`config.mk`:
```
export PLATFORM = sky130hd
export DESIGN_NAME = freeze_scheduler_flat
export DESIGN_NICKNAME = d
export VERILOG_FILES = /design/src/rtl/freeze_scheduler_if.sv /design/src/rtl/freeze_scheduler.sv /design/src/flat_wrapper.sv
export SDC_FILE = /design/constraint.sdc
export NUM_CORES = 1
export LEC_CHECK = 0
export ABC_AREA = 0
export CORE_ASPECT_RATIO = 2
export CORE_MARGIN = 2
export CORE_UTILIZATION = 34
export DETAILED_ROUTE_END_ITERATION = 16
export PLACE_DENSITY = 0.53
export SYNTH_ARGS = -nofsm -noshare
export SYNTH_HDL_FRONTEND = slang
export SYNTH_SLANG_ARGS = --single-unit
```
`constraint.sdc`:
```
create_clock -name clk -period 2.3 [get_ports clk]
set_input_delay 0.575 -clock clk [delete_from_list [all_inputs] [get_ports clk]]
set_output_delay 0.575 -clock clk [all_outputs]
set_load 0.05 [all_outputs]
```
`src/rtl/freeze_scheduler_if.sv`:
```
// Game-flow control bundle between the frame-timing/game logic and the freeze scheduler.
// The slave side is the scheduler; the master side drives the request levels and the raw SOF.
interface freeze_scheduler_if;
  logic       stratOfFrameIn;
  logic       crash_req;
  logic       fuel_empty;
  logic       pause_btn;
  logic       stratOfFrameOut;
  logic       car_visible;
  logic       invulnerable;
  logic       make_noise;
  logic       game_over;
  logic [2:0] state_code;

  modport master (
    output stratOfFrameIn, crash_req, fuel_empty, pause_btn,
    input  stratOfFrameOut, car_visible, invulnerable, make_noise, game_over, state_code
  );

  modport slave (
    input  stratOfFrameIn, crash_req, fuel_empty, pause_btn,
    output stratOfFrameOut, car_visible, invulnerable, make_noise, game_over, state_code
  );
endinterface

```
`src/rtl/freeze_scheduler.sv`:
```
// Game-flow sequencer: arbitrates fuel/crash/pause freezes, times crash and respawn blink.
// All outputs registered, 1-cycle latency; no backpressure (level inputs, pulse SOF).
module freeze_scheduler #(
  parameter int CLK_TICKS_PER_TENTH = 5_000_000,
  parameter int CRASH_TENTHS        = 30,
  parameter int BLINK_TENTHS        = 20,
  parameter int BLINK_HALF_TENTHS   = 2
) (
  input logic               clk,
  input logic               resetN,
  freeze_scheduler_if.slave bus
);

  localparam int PRE_W      = (CLK_TICKS_PER_TENTH > 1) ? $clog2(CLK_TICKS_PER_TENTH) : 1;
  localparam int MAX_TENTHS = (CRASH_TENTHS > BLINK_TENTHS) ? CRASH_TENTHS : BLINK_TENTHS;
  localparam int TEN_W      = (MAX_TENTHS > 1) ? $clog2(MAX_TENTHS) : 1;
  localparam int HALF_W     = (BLINK_HALF_TENTHS > 1) ? $clog2(BLINK_HALF_TENTHS) : 1;

  localparam logic [PRE_W-1:0]  PRE_LAST   = PRE_W'(CLK_TICKS_PER_TENTH - 1);
  localparam logic [TEN_W-1:0]  CRASH_LAST = TEN_W'(CRASH_TENTHS - 1);
  localparam logic [TEN_W-1:0]  BLINK_LAST = TEN_W'(BLINK_TENTHS - 1);
  localparam logic [HALF_W-1:0] HALF_LAST  = HALF_W'(BLINK_HALF_TENTHS - 1);

  typedef enum logic [2:0] {
    ST_RUN      = 3'd0,
    ST_CRASH    = 3'd1,
    ST_BLINK    = 3'd2,
    ST_PAUSED   = 3'd3,
    ST_GAMEOVER = 3'd4
  } state_t;

  state_t              state_q, state_d;
  logic [PRE_W-1:0]    presc_q, presc_d;
  logic [TEN_W-1:0]    tenth_q, tenth_d;
  logic [HALF_W-1:0]   half_q, half_d;
  logic                pause_d_q, pause_d_d;
  logic                sof_out_q, sof_out_d;
  logic                car_visible_q, car_visible_d;
  logic                invulnerable_q, invulnerable_d;
  logic                make_noise_q, make_noise_d;
  logic                game_over_q, game_over_d;

  logic pause_rise;
  logic tick;
  logic state_chg;
  logic blink_toggle;

  always_comb begin
    pause_rise   = bus.pause_btn & ~pause_d_q;
    tick         = (presc_q == PRE_LAST);
    pause_d_d    = bus.pause_btn;
    state_d      = state_q;

    unique case (state_q)
      ST_RUN: begin
        if (bus.fuel_empty)     state_d = ST_GAMEOVER;
        else if (bus.crash_req) state_d = ST_CRASH;
        else if (pause_rise)    state_d = ST_PAUSED;
      end
      ST_CRASH: begin
        if (bus.fuel_empty)                      state_d = ST_GAMEOVER;
        else if (tick && tenth_q == CRASH_LAST)  state_d = ST_BLINK;
      end
      ST_BLINK: begin
        if (bus.fuel_empty)                      state_d = ST_GAMEOVER;
        else if (tick && tenth_q == BLINK_LAST)  state_d = ST_RUN;
      end
      ST_PAUSED: begin
        if (pause_rise) state_d = ST_RUN;
      end
      ST_GAMEOVER: state_d = ST_GAMEOVER;
      default:     state_d = ST_RUN;
    endcase

    // Timers restart on any state change so each timed state runs from its entry cycle.
    state_chg = (state_d != state_q);
    if (state_chg || tick) presc_d = '0;
    else                   presc_d = presc_q + 1'b1;

    if (state_chg) tenth_d = '0;
    else if (tick) tenth_d = tenth_q + 1'b1;
    else           tenth_d = tenth_q;

    blink_toggle = tick && (half_q == HALF_LAST);
    if (state_chg || blink_toggle) half_d = '0;
    else if (tick)                 half_d = half_q + 1'b1;
    else                           half_d = half_q;

    car_visible_d = 1'b1;
    if (state_d == ST_BLINK) begin
      if (state_q != ST_BLINK) car_visible_d = 1'b0;
      else if (blink_toggle)   car_visible_d = ~car_visible_q;
      else                     car_visible_d = car_visible_q;
    end

    sof_out_d      = bus.stratOfFrameIn & ((state_q == ST_RUN) || (state_q == ST_BLINK));
    invulnerable_d = (state_d == ST_BLINK);
    make_noise_d   = (state_d == ST_CRASH);
    game_over_d    = (state_d == ST_GAMEOVER);
  end

  always_ff @(posedge clk) begin
    if (!resetN) begin
      state_q        <= ST_RUN;
      presc_q        <= '0;
      tenth_q        <= '0;
      half_q         <= '0;
      pause_d_q      <= 1'b1;
      sof_out_q      <= 1'b0;
      car_visible_q  <= 1'b1;
      invulnerable_q <= 1'b0;
      make_noise_q   <= 1'b0;
      game_over_q    <= 1'b0;
    end else begin
      state_q        <= state_d;
      presc_q        <= presc_d;
      tenth_q        <= tenth_d;
      half_q         <= half_d;
      pause_d_q      <= pause_d_d;
      sof_out_q      <= sof_out_d;
      car_visible_q  <= car_visible_d;
      invulnerable_q <= invulnerable_d;
      make_noise_q   <= make_noise_d;
      game_over_q    <= game_over_d;
    end
  end

  assign bus.stratOfFrameOut = sof_out_q;
  assign bus.car_visible     = car_visible_q;
  assign bus.invulnerable    = invulnerable_q;
  assign bus.make_noise      = make_noise_q;
  assign bus.game_over       = game_over_q;
  assign bus.state_code      = state_q;

endmodule

```
`src/flat_wrapper.sv`:
```
// flat-port wrapper written by rule: the top's interface ports become plain ports
module freeze_scheduler_flat 
#(
  parameter int CLK_TICKS_PER_TENTH = 5_000_000,
  parameter int CRASH_TENTHS        = 30,
  parameter int BLINK_TENTHS        = 20,
  parameter int BLINK_HALF_TENTHS   = 2
)
  (clk, resetN, bus_stratOfFrameIn, bus_crash_req, bus_fuel_empty, bus_pause_btn, bus_stratOfFrameOut, bus_car_visible, bus_invulnerable, bus_make_noise, bus_game_over, bus_state_code);
  freeze_scheduler_if bus_i ();
  input logic clk;
  input logic resetN;
  input wire logic [$bits(bus_i.stratOfFrameIn)-1:0] bus_stratOfFrameIn;
  input wire logic [$bits(bus_i.crash_req)-1:0] bus_crash_req;
  input wire logic [$bits(bus_i.fuel_empty)-1:0] bus_fuel_empty;
  input wire logic [$bits(bus_i.pause_btn)-1:0] bus_pause_btn;
  output wire logic [$bits(bus_i.stratOfFrameOut)-1:0] bus_stratOfFrameOut;
  output wire logic [$bits(bus_i.car_visible)-1:0] bus_car_visible;
  output wire logic [$bits(bus_i.invulnerable)-1:0] bus_invulnerable;
  output wire logic [$bits(bus_i.make_noise)-1:0] bus_make_noise;
  output wire logic [$bits(bus_i.game_over)-1:0] bus_game_over;
  output wire logic [$bits(bus_i.state_code)-1:0] bus_state_code;
  assign bus_i.stratOfFrameIn = bus_stratOfFrameIn;
  assign bus_i.crash_req = bus_crash_req;
  assign bus_i.fuel_empty = bus_fuel_empty;
  assign bus_i.pause_btn = bus_pause_btn;
  assign bus_stratOfFrameOut = bus_i.stratOfFrameOut;
  assign bus_car_visible = bus_i.car_visible;
  assign bus_invulnerable = bus_i.invulnerable;
  assign bus_make_noise = bus_i.make_noise;
  assign bus_game_over = bus_i.game_over;
  assign bus_state_code = bus_i.state_code;
  freeze_scheduler #(.CLK_TICKS_PER_TENTH(CLK_TICKS_PER_TENTH), .CRASH_TENTHS(CRASH_TENTHS), .BLINK_TENTHS(BLINK_TENTHS), .BLINK_HALF_TENTHS(BLINK_HALF_TENTHS)) u_core (.clk(clk), .resetN(resetN), .bus(bus_i));
endmodule
```
* Word level (Yosys, flattened, before mapping)
Cells that the tools add are included.
Widths: inputs -> output; s select.
** Word-level totals
- Flip-flop bits (word level) :: 38
- Bits of input ports :: 6
- Output and inout bits :: 8
** Cells by class
- Add/sub/neg operators :: 3
- Equal/unequal tests :: 12
- Mux-type cells :: 11
- Bitwise gates (word level) :: 5
- Reduce and logical (&&, ||, !) cells :: 12
** Operators with widths (count)
- $mux 3 :: 8
- $add 23x1->23 const B :: 1
- $eq 23x23->1 const B :: 1
- $pmux 3 s5 :: 1
- $eq 5x5->1 const B :: 2
- $eq 3x2->1 const B :: 3
- $eq 3x1->1 const B :: 2
- $eq 3x3->1 const B :: 2
- $reduce_or 2->1 :: 3
- $add 5x1->5 const B :: 1
- $logic_and 1x1->1 :: 3
- $logic_not 3->1 :: 1
- $logic_or 1x1->1 :: 3
- $ne 3x2->1 const B :: 1
- $ne 3x3->1 :: 1
- $not 1->1 :: 3
- $and 1x1->1 :: 2
- $mux 1 :: 2
- $reduce_and 2->1 :: 1
- $reduce_bool 2->1 :: 1
- $add 1x1->1 const B :: 1

* Depth between registers and ports, before layout
Gate-level depths: netlist of the first run.
- Word-level depth :: 9
- Mapped depth :: 8

* Least setup slack after synthesis of the first run
No wires, ideal clock.
- Path type :: register -> register
- Start :: reg u_core.state_q[0] (netlist: u_core.bus.state_code[0])
- End :: reg u_core.make_noise_q (netlist: u_core.bus.make_noise)
- Arrival :: 2002 ps
- Data required time :: 2200 ps
- Setup slack :: 199 ps
- Stages on the path, launching flop included :: 7
- Period minus slack after synthesis :: 2101 ps
- Path through :: dfxtp_1 > clkbuf_1 > or2_2 > clkbuf_1 > nor4_1 > or3_4 > a2111oi_4
** Between the ends
- Word-level cells in the longest chain between the ends :: 5
- Elaborated cells between the ends (all ways) :: 15
- Classes of those cells :: 5 x eq/ne; 9 x mux; 1 x reduce/logical
** Ends and longest elaborated chain
- start, declared :: line freeze_scheduler.sv:32 : state_t state_q, state_d;
- start signal, assigned :: line freeze_scheduler.sv:115 : state_q <= state_d;
- $mux 3 :: line freeze_scheduler.sv:58 : else if (pause_rise) state_d = ST_PAUSED;
- $mux 3 :: line freeze_scheduler.sv:57 : else if (bus.crash_req) state_d = ST_CRASH;
- $mux 3 :: line freeze_scheduler.sv:56 : if (bus.fuel_empty) state_d = ST_GAMEOVER;
- $pmux 3 s5 * :: line freeze_scheduler.sv:54 : unique case (state_q)
- $eq 3x1->1 * :: line freeze_scheduler.sv:98 : make_noise_d = (state_d == ST_CRASH);
- end signal, assigned :: line freeze_scheduler.sv:123 : make_noise_q <= make_noise_d;
- end, declared :: line freeze_scheduler.sv:40 : logic make_noise_q, make_noise_d;
Every way passes the cells marked *; elsewhere a longest branch is shown, timed or not.
A chain may end at the register's enable or synchronous reset.

* Worst setup path after layout of the first run
- Start :: reg u_core.tenth_q[0]
- End :: reg u_core.make_noise_q (netlist: u_core.bus.make_noise)
** Between the ends
- Word-level cells in the longest chain between the ends :: 6
- Elaborated cells between the ends (all ways) :: 10
- Classes of those cells :: 3 x eq/ne; 5 x mux; 2 x reduce/logical
** Ends and longest elaborated chain
- start, declared :: line freeze_scheduler.sv:34 : logic [TEN_W-1:0] tenth_q, tenth_d;
- start signal, assigned :: line freeze_scheduler.sv:117 : tenth_q <= tenth_d;
- $eq 5x5->1 (on tied branches) :: line freeze_scheduler.sv:66, freeze_scheduler.sv:62
- $logic_and 1x1->1 (on tied branches) :: line freeze_scheduler.sv:66, freeze_scheduler.sv:62
- $mux 3 (on tied branches) :: line freeze_scheduler.sv:66, freeze_scheduler.sv:62
- $mux 3 (on tied branches) :: line freeze_scheduler.sv:65, freeze_scheduler.sv:61
- $pmux 3 s5 * :: line freeze_scheduler.sv:54
- $eq 3x1->1 * :: line freeze_scheduler.sv:98
Marked as above.

==> results of run 1 <==
[through the flow]
| step | utilization | instances |
|---|---|---|
| 6_report | 0.428 | 317 |
| 5_1_grt | 0.428 | 317 |
| 3_3_place_gp | 0.408 | 309 |
| 4_1_cts | 0.425 | 317 |
| 2_1_floorplan | - | 225 |
| 3_5_place_dp | 0.408 | 309 |
[power by group through the flow]
stage | Sequential [mW] | Combinational, mW | Clock [mW]
2_1_floorplan | 0.716 | 0.0708 | 0
3_3_place_gp | 0.695 | 0.150 | 0
3_5_place_dp | 0.696 | 0.150 | 0
4_1_cts | 0.680 | 0.151 | 0.504
5_1_grt | 0.682 | 0.162 | 0.528
6_report | 0.679 | 0.149 | 0.481
[metal layers]
| metal | track usage | share of wire | up-vias |
|---|---|---|---|
| met5 | 0 | 0 | - |
| met1 | 0.152 | 0.37 | 784 |
| met4 | 0.105 | 0.038 | 0 |
| met3 | 0.0271 | 0.028 | 12 |
| li1 | - | - | 853 |
| met2 | 0.312 | 0.56 | 33 |
[placed cells by master, fill, tap and decap left out, drive strengths merged, types with 3 or more instances in the layout]
cell | Yosys | layout
a211oi | 3 | 3
a21oi | 7 | 7
and2 | 4 | 4
buf | 2 | 19
clkbuf | 4 | 7
clkdlybuf4s50 | 0 | 11
dfxtp | 38 | 38
ha | 3 | 3
inv | 11 | 11
nand2 | 14 | 14
nand2b | 4 | 4
nand3 | 17 | 17
nand4 | 6 | 6
nor2 | 31 | 31
nor3 | 18 | 18
nor4 | 7 | 7
xnor2 | 18 | 18
xor2 | 9 | 9
[cells by family after synthesis]
logic type               after synthesis
AND/OR/NAND/NOR                      117
flip-flops                            38
XOR/XNOR                              27
AO/OA/AOI/OAI                         23
buffers and inverters                 17
adder cells (fa/ha/maj)                3
[layout make-up]
class | instances | area [µm²]
clock inverters | 1 | 5.00
fillers | 601 | 3100
repair buffers | 30 | 265
well taps | 60 | 75.1
multi-input cells | 170 | 1080
inverters | 11 | 41.3
clock buffers | 7 | 86.3
flip-flops and latches | 38 | 762
[critical path, delay by kind of cell (launching register included)]
family	cells	cell delay [ns]
AOI/OAI and AO/OA	2	0.40
adders and majority gates	1	0.20
DFF	1	0.35
and+or+nand+nor	3	1.13
[worst paths after layout]
kind | start | endpoint | slack [ns] | cells past startpoint
worst max-delay path | u_core.tenth_q[0] | u_core.bus.make_noise | 0.12 | 6
worst max register to register | u_core.tenth_q[0] | u_core.bus.make_noise | 0.12 | 6
worst min register to register | u_core.presc_q[0] | u_core.presc_q[0] | 0.44 | 1
worst min-delay path | u_core.presc_q[0] | u_core.presc_q[0] | 0.44 | 1
[sequential cells by signal, indices dropped and copies added (netlist names)]
signal and cells:
u_core.bus.game_over 1, u_core.pause_d_q 1, u_core.bus.car_visible 1, u_core.half_q 1, u_core.bus.stratOfFrameOut 1, u_core.presc_q 23
u_core.bus.state_code 3, u_core.bus.invulnerable 1, u_core.bus.make_noise 1, u_core.tenth_q 5
[what timing repair did]
| item | 4_1_cts | 5_1_grt |
|---|---|---|
| setup endpoints to repair | 0 | 3 |
| buffers inserted | 0 | 0 |
| resized for setup | 0 | 4 |
| endpoints found under the hold margin | 0 | 0 |
==> summary.md, run 1 <==
| Metric | Value |
|---|---|
| Mux cell area share after synthesis | 0 |
| Largest net degree at the start of global routing | 24 |
| DR iter-0 viols | 55 |
| Kind of critical path | reg -> reg |
| Crit-path max FO | 4 |
| Final Cycle Share | 0.948 |
| Post-route cell area | 0.00232 mm² |
| Peak per-stage delay on the critical path | 0.55 ns |
| Total Power | 1.31 mW |
| Maximum clock frequency | 459 MHz |
| Synth area leaders | dfxtp_1 (40%), xnor2_1 (8.3%), nor2_1 (6.1%), nor3_1 (4.7%), nand3_1 (4.5%) |
| Clock Power Share | 0.367 |
| Synth Net Count | 234 |
| Via count | 1682 |
| Synth Warn # | 0 |
| Final setup viols | 0 |
| P&R area growth vs syn | 22.1% |
| Yosys top cell area share | 0.401 |
| Total Routing Usage GR | 0.162 |
| CTS tree | yes |
| Cells after Synth | 225 |
| Via density | 5.31 |
| Critical Path RT | 2.49 ns |
| # diodes | 0 |
| Sequential fraction of design power | 0.519 |
| Initial antenna violation count | 0 |
| CTS root buffer | clkbuf_8 |
| Post-synthesis register bit count | 38 |
| Setup crit start kind | flop |
| CP Capture Type | flop |
| Wire per inst | 14.7 µm |
| H-tree lvl count | 2 |
| Post-synth ARST share | 0 |
| Post-synthesis xor/xnor area fraction | 0.125 |
| Fin crit period | 2.18 ns |
| Fin. max-slew vios | 0 |
| Drt first pass iters | 4 |
| Final hold violations | 0 |
| Leakage | 0.787 nW |
| Placed instance area | 0.00221 mm² |
| Max-slew headroom | 0.666 |
| Synth unique cells | 40 |
| First-pass GRT wire length | 7690 µm |
| Main flop type after synthesis | dfxtp_1 |
| Die H | 110 µm |
| PortBufs | 13 |
| Starting density of the core | 0.350 |
| Core area | 0.00542 mm² |
| Post-Synth Adder-Cell Area | 0.0198 |
| Register area share after synthesis | 0.401 |
| Internal | 968 µW |
| Clk buf depth | 2 |
| Main combinational cell family by area after synthesis | simple AND/OR/NAND/NOR gates |
| Num ports | 14 |
| CTS hold repair buffers | 0 |
| Clk slew on worst S/H paths | 0.08 ns |
| Clock Latency Late Sink | 0.29 ns |
| Commonest cells in the netlist | dfxtp_1 (38), nor2_1 (31), nor3_1 (18), xnor2_1 (18), nand3_1 (17) |
| Crit path arrival time | 2.37 ns |
| Share of cells above drive strength 1 | 0.140 |
| Net switching power | 341 µW |
| Vias in the first global route | 1691 |
| Num CTS Buffers | 5 |
| Worst min path class | reg -> reg |
| Crit-path slowest cell | or4bb_4 |
| Routed WL | 4650 µm |
| Clk_skew | 0.00526 ns |
| Nets | 265 |
| Clk sink count | 38 |
| RSZ-0062 raised after global routing | no |
| Sw Ratio | 0.260 |
| Dpl ws | 0.0597 ns |
| ANT nets after route | 0 |
| Cell Pwr Density | 565 mW/mm² |
| Synth Area in Simple Gates | 0.326 |
| Die X | 56.8 µm |
| GR Overflow Total | 0 |
| Max-Cap Viols | 0 |
| Final worst setup slack | 0.120 ns |
| # rows | 38 |
| Post-synth EDFFs | 0 |
| Synth Area in Compound Gates | 0.0936 |
| Syn avg cell area | 8.44 µm² |
| Crit-path cells | ha_2 > or4bb_4 > nor4_2 > a21oi_1 > or3_4 > a2111oi_4 |
| Comb pwr share | 0.114 |
| Most numerous cell in the Yosys netlist | dfxtp_1 |
| Synth area leader | dfxtp_1 |
| Die ar. | 0.00623 mm² |
| Cell area after synthesis | 0.00190 mm² |
| Slew @ Worst Pin | 0.499 ns |
| Peak supply drop | 0.411 mV |
| DRC violations left | 0 |
| Placer Congestion | 0.842 |
| Status | finished, final reports clean |
| TNS Setup | 0 ns |
| Dpl hpwl | 3500 µm |
| Worst hold margin | 0.436 ns |
Note: power is estimated with default switching activity, not from simulation.
==> run 2: changes to the inputs <==
- CTS_CLUSTER_DIAMETER: not set -> 40
- RECOVER_POWER: not set -> 25
==> summary.md, run 2 (synthesis results as in run 1) <==
| Metric | Value |
|---|---|
| Status | finished, final reports clean (unchanged) |
| # rows | 38 (unchanged) |
| Total Routing Usage GR | 0.162 (unchanged) |
| CTS root buffer | clkbuf_8 (unchanged) |
| Cell Pwr Density | 566 mW/mm² (was 565 mW/mm²) |
| Initial antenna violation count | 0 (unchanged) |
| Starting density of the core | 0.350 (unchanged) |
| P&R area growth vs syn | 21.4% (was 22.1%) |
| Clk slew on worst S/H paths | 0.08 ns (about the same) |
| Crit-path max FO | 4 (unchanged) |
| Nets | 265 (unchanged) |
| Slew @ Worst Pin | 0.589 ns (was 0.499 ns) |
| Placer Congestion | 0.842 (unchanged) |
| CTS hold repair buffers | 0 (unchanged) |
| Placed instance area | 0.00221 mm² (unchanged) |
| Die X | 56.8 µm (unchanged) |
| Crit-path cells | ha_2 > or4bb_4 > nor4_2 > a21oi_1 > or3_4 > a2111oi_4 (unchanged) |
| H-tree lvl count | 2 (unchanged) |
| ANT nets after route | 0 (unchanged) |
| Die H | 110 µm (unchanged) |
| Clk buf depth | 2 (unchanged) |
| Largest net degree at the start of global routing | 24 (unchanged) |
| Commonest non-fill, non-tap cell in the layout | dfxtp_1 (unchanged) |
| Peak per-stage delay on the critical path | 0.55 ns (about the same) |
| Critical Path RT | 2.49 ns (about the same) |
| First-pass GRT wire length | 7690 µm (unchanged) |
| Peak supply drop | 0.410 mV (was 0.411 mV) |
| CP bufs+invs | 0 (unchanged) |
| Worst hold margin | 0.436 ns (unchanged) |
| Max-Cap Viols | 0 (unchanged) |
| Leakage | 0.782 nW (was 0.787 nW) |
| Via count | 1681 (was 1682) |
| Die ar. | 0.00623 mm² (unchanged) |
| RSZ-0062 raised after global routing | no (unchanged) |
| Clk_skew | 0.00526 ns (unchanged) |
| Worst min path class | reg -> reg (unchanged) |
| CP Capture Type | flop (unchanged) |
| Num CTS Buffers | 5 (unchanged) |
| CTS tree | yes (unchanged) |
| Max reg flops | 23 (unchanged) |
| Metal-1 WL | 1730 µm (unchanged) |
| Routed WL | 4650 µm (unchanged) |
| # diodes | 0 (unchanged) |
| Dpl ws | 0.0597 ns (unchanged) |
| Clock Latency Late Sink | 0.29 ns (about the same) |
| Delay-heaviest family, CP | simple AND/OR/NAND/NOR gates (unchanged) |
| Leading cell types in the layout, fill and taps excluded | dfxtp_1 (37), nor2_1 (31), nor3_1 (18), xnor2_1 (18), nand3_1 (17) (was dfxtp_1 (37), nor2_1 (31), nor3_1 (18), xnor2_1 (18), buf_4 (18)) |
| GR Overflow Total | 0 (unchanged) |
| TNS Setup | 0 ns (unchanged) |
| Final worst setup slack | 0.120 ns (about the same) |
| Final setup viols | 0 (unchanged) |
| Largest Register | u_core.presc_q (unchanged) |
| Setup crit start kind | flop (unchanged) |
| Vias in the first global route | 1691 (unchanged) |
| Maximum clock frequency | 459 MHz (unchanged) |
| Share of cells above drive strength 1 | 0.125 (was 0.140) |
| Core area | 0.00542 mm² (unchanged) |
| Top routing layer in use | met4 (unchanged) |
| Routed wl met3 | 132 µm (was 130 µm) |
| Post-route core utilization | 0.425 (was 0.428) |
| Drt first pass iters | 4 (unchanged) |
| Clk sink count | 38 (unchanged) |
| Post-route cell area | 0.00230 mm² (was 0.00232 mm²) |
| Crit path arrival time | 2.37 ns (about the same) |
| Num ports | 14 (unchanged) |
| Wire per inst | 14.7 µm (unchanged) |
| DR iter-0 viols | 57 (was 55) |
| Via density | 5.30 (was 5.31) |
| Max-slew headroom | 0.609 (was 0.666) |
| Final Cycle Share | 0.948 (about the same) |
| Final hold violations | 0 (unchanged) |
| Kind of critical path | reg -> reg (unchanged) |
| Fin. max-slew vios | 0 (unchanged) |
| Dpl hpwl | 3500 µm (unchanged) |
| DRC violations left | 0 (unchanged) |
| Met2 routed WL | 2610 µm (was 2620 µm) |
| Crit-path slowest cell | or4bb_4 (unchanged) |
| Fin crit period | 2.18 ns (about the same) |
| PortBufs | 13 (unchanged) |
## run 2: changes by cell type in the layout (fill, tap and decap cells not counted)
| cell | delta |
|---|---|
| buf_4 | -4 |
| clkdlybuf4s50_1 | -6 |
| dlygate4sd3_1 | +6 |
| clkbuf_1 | +4 |
## run 2: repair_timing
action | 4_1_cts | 5_1_grt
gates resized for setup | 0 | 4
setup buffers | 0 | 0
setup endpoints to repair | 0 | 3
## run 2: power by group
group / switching (mW) / internal (mW)
Clock: 0.239 / 0.242
Sequential: 0.00956 / 0.670
Combinational: 0.0926 / 0.0505
Total: 0.341 / 0.962
## run 2: layout make-up
cell class	instances	area [µm²]
Fill cell	608	3120
Multi-Input combinational cell	170	1080
Sequential cell	38	762
Timing Repair Buffer	30	250
Clock buffer	7	86.3
Tap cell	60	75.1
Inverter	11	41.3
Clock inverter	1	5.00
## run 2: final timing paths
path / startpoint / depth (start not counted) / to / slack, ns
max: u_core.tenth_q[0] / 6 / u_core.bus.make_noise / 0.12
min: u_core.presc_q[0] / 1 / u_core.presc_q[0] / 0.44
max reg2reg: u_core.tenth_q[0] / 6 / u_core.bus.make_noise / 0.12
min reg2reg: u_core.presc_q[0] / 1 / u_core.presc_q[0] / 0.44
## run 2: through the flow
stage	std cells	power, mW
6_report	317	1.30
5_1_grt	317	1.37
4_1_cts	317	1.33
3_5_place_dp	309	0.845
3_3_place_gp	309	0.845
2_1_floorplan	225	0.787
## run 2: routing by layer
metal  track usage  vias to the layer above
met3        0.0271                       12
met2         0.312                       33
met1         0.152                      783
met4         0.105                        0
met5             0                        -
li1              -                      853
==> run 3: changes to the inputs <==
- CORE_UTILIZATION: 34 -> 57
- PLACE_DENSITY: 0.53 -> 0.8
==> summary.md, run 3 (synthesis results as in run 1) <==
| Metric | Value |
|---|---|
| P&R area growth vs syn | 21.6% (was 21.4%) |
| Kind of critical path | reg -> reg (unchanged) |
| Die H | 85.6 µm (was 110 µm) |
| Critical Path RT | 2.49 ns (about the same) |
| Peak supply drop | 0.434 mV (was 0.410 mV) |
| Largest Register | u_core.presc_q (unchanged) |
| Commonest non-fill, non-tap cell in the layout | dfxtp_1 (unchanged) |
| Crit-path slowest cell | or4bb_4 (unchanged) |
| Slew @ Worst Pin | 0.501 ns (was 0.589 ns) |
| DR iter-0 viols | 50 (was 57) |
| Clk_skew | 0.00574 ns (was 0.00526 ns) |
| Initial antenna violation count | 0 (unchanged) |
| Final hold violations | 0 (unchanged) |
| Net switching power | 322 µW (was 341 µW) |
| Wire per inst | 14.5 µm (was 14.7 µm) |
| Crit-path cells | ha_2 > or4bb_4 > nor4_4 > a21oi_2 > or3_4 > a2111oi_4 (was ha_2 > or4bb_4 > nor4_2 > a21oi_1 > or3_4 > a2111oi_4) |
| Via count | 1719 (was 1681) |
| Fin. max-slew vios | 0 (unchanged) |
| H-tree lvl count | 2 (unchanged) |
| Dpl hpwl | 3060 µm (was 3500 µm) |
| Sequential fraction of design power | 0.523 (was 0.521) |
| Clk slew on worst S/H paths | 0.07 ns (was 0.08 ns) |
| Comb pwr share | 0.118 (was 0.110) |
| Reg-to-Reg Start | u_core.tenth_q[1] (was u_core.tenth_q[0]) |
| Max-Cap Viols | 0 (unchanged) |
| Final setup viols | 0 (unchanged) |
| Setup crit start kind | flop (unchanged) |
| Starting density of the core | 0.594 (was 0.350) |
| Total Routing Usage GR | 0.249 (was 0.162) |
| Leading cell types in the layout, fill and taps excluded | dfxtp_1 (37), nor2_1 (31), nor3_1 (18), xnor2_1 (18), nand3_1 (17) (unchanged) |
| Max-slew headroom | 0.665 (was 0.609) |
| Largest net degree at the start of global routing | 24 (unchanged) |
| PortBufs | 13 (unchanged) |
| CP bufs+invs | 0 (unchanged) |
| Min-delay src | u_core.presc_q[0] (unchanged) |
| CP Capture Type | flop (unchanged) |
| Fin crit period | 2.21 ns (was 2.18 ns) |
| Clock Latency Late Sink | 0.29 ns (about the same) |
| Die ar. | 0.00384 mm² (was 0.00623 mm²) |
| Maximum clock frequency | 453 MHz (was 459 MHz) |
| Cell Pwr Density | 559 mW/mm² (was 566 mW/mm²) |
| Leakage | 0.800 nW (was 0.782 nW) |
| CTS hold repair buffers | 0 (unchanged) |
| Status | finished, final reports clean (unchanged) |
| Clk buf depth | 2 (unchanged) |
| Num CTS Buffers | 5 (unchanged) |
| Internal | 968 µW (was 962 µW) |
| Worst hold margin | 0.439 ns (was 0.436 ns) |
| Max reg flops | 23 (unchanged) |
| # rows | 29 (was 38) |
| Via density | 5.93 (was 5.30) |
| Share of cells above drive strength 1 | 0.135 (was 0.125) |
| Drt first pass iters | 4 (unchanged) |
| Crit-path max FO | 4 (unchanged) |
| Worst min path class | reg -> reg (unchanged) |
| CTS tree | yes (unchanged) |
| Delay-heaviest family, CP | simple AND/OR/NAND/NOR gates (unchanged) |
| DRC violations left | 0 (unchanged) |
| # diodes | 0 (unchanged) |
| ANT nets after route | 0 (unchanged) |
| Vias in the first global route | 1625 (was 1691) |
| Crit path arrival time | 2.40 ns (was 2.37 ns) |
| Placer Congestion | 0.876 (was 0.842) |
| Final Cycle Share | 0.959 (was 0.948) |
| Crit. Startpoint | u_core.tenth_q[1] (was u_core.tenth_q[0]) |
| Total Power | 1.29 mW (was 1.30 mW) |
| Clk sink count | 38 (unchanged) |
| Clock Power Share | 0.359 (was 0.369) |
| Routed WL | 4220 µm (was 4650 µm) |
| Sw Ratio | 0.249 (was 0.262) |
| Die X | 44.8 µm (was 56.8 µm) |
| RSZ-0062 raised after global routing | no (unchanged) |
| Peak per-stage delay on the critical path | 0.56 ns (was 0.55 ns) |
| Num ports | 14 (unchanged) |
| CTS root buffer | clkbuf_8 (unchanged) |
| Core area | 0.00319 mm² (was 0.00542 mm²) |
| First-pass GRT wire length | 7210 µm (was 7690 µm) |
| Nets | 267 (was 265) |
| GR Overflow Total | 0 (unchanged) |
run 3: changes by cell type in the layout (fill, tap and decap cells not counted):
| cell | change |
|---|---|
| a21oi_2 | +1 |
| a21oi_1 | -1 |
| nor4_2 | -1 |
| buf_4 | +2 |
| dlygate4sd3_1 | +2 |
| clkbuf_1 | -2 |
| nor4_4 | +1 |
run 3: final timing paths:
kind / to / cells past startpoint / slack [ns]
setup / recovery: u_core.bus.make_noise / 6 / 0.09
hold / removal: u_core.presc_q[0] / 1 / 0.44
setup reg to reg: u_core.bus.make_noise / 6 / 0.09
hold reg to reg: u_core.presc_q[0] / 1 / 0.44
run 3: area by class of cell:
| cell class | instances | area (µm²) |
|---|---|---|
| inverter | 11 | 41.3 |
| tap | 31 | 38.8 |
| timing repair buffer | 32 | 278 |
| clock inverter | 1 | 5.00 |
| sequential | 38 | 762 |
| clock buffer | 7 | 86.3 |
| fill | 260 | 886 |
| multi-input combinational | 170 | 1100 |
run 3: layer usage:
metal  track usage  wire, µm  share of wire  vias to the layer above
met5             0         0              0                        -
met1         0.260      1590           0.38                      813
met2         0.458      2400           0.57                       39
met4         0.107       109          0.026                        0
li1              -         -              -                      855
met3        0.0442       119          0.028                       12
run 3: what timing repair did:
action	4_1_cts	5_1_grt
endpoints found under the setup margin	1	2
gates resized for setup	1	5
buffers inserted	0	0
endpoints found under the hold margin	0	0
run 3: power by group through the flow:
| stage | Combinational, mW | Clock (mW) | Sequential, mW |
|---|---|---|---|
| 2_1_floorplan | 0.0708 | 0 | 0.716 |
| 3_3_place_gp | 0.154 | 0 | 0.690 |
| 3_5_place_dp | 0.155 | 0 | 0.690 |
| 4_1_cts | 0.157 | 0.473 | 0.675 |
| 5_1_grt | 0.166 | 0.499 | 0.675 |
| 6_report | 0.152 | 0.462 | 0.675 |
run 3: metrics by stage:
stage	util	instances	area, µm²	setup slack [ns]	setup TNS [ns]
6_report	0.723	290	2310	0.0948	0
5_1_grt	0.723	290	2310	0.00379	0
4_1_cts	0.719	290	2290	0.0122	0
3_5_place_dp	0.688	282	2200	-0.0219	-0.0613
3_3_place_gp	0.688	282	2200	0.0249	0
2_1_floorplan	-	225	1900	0.199	0
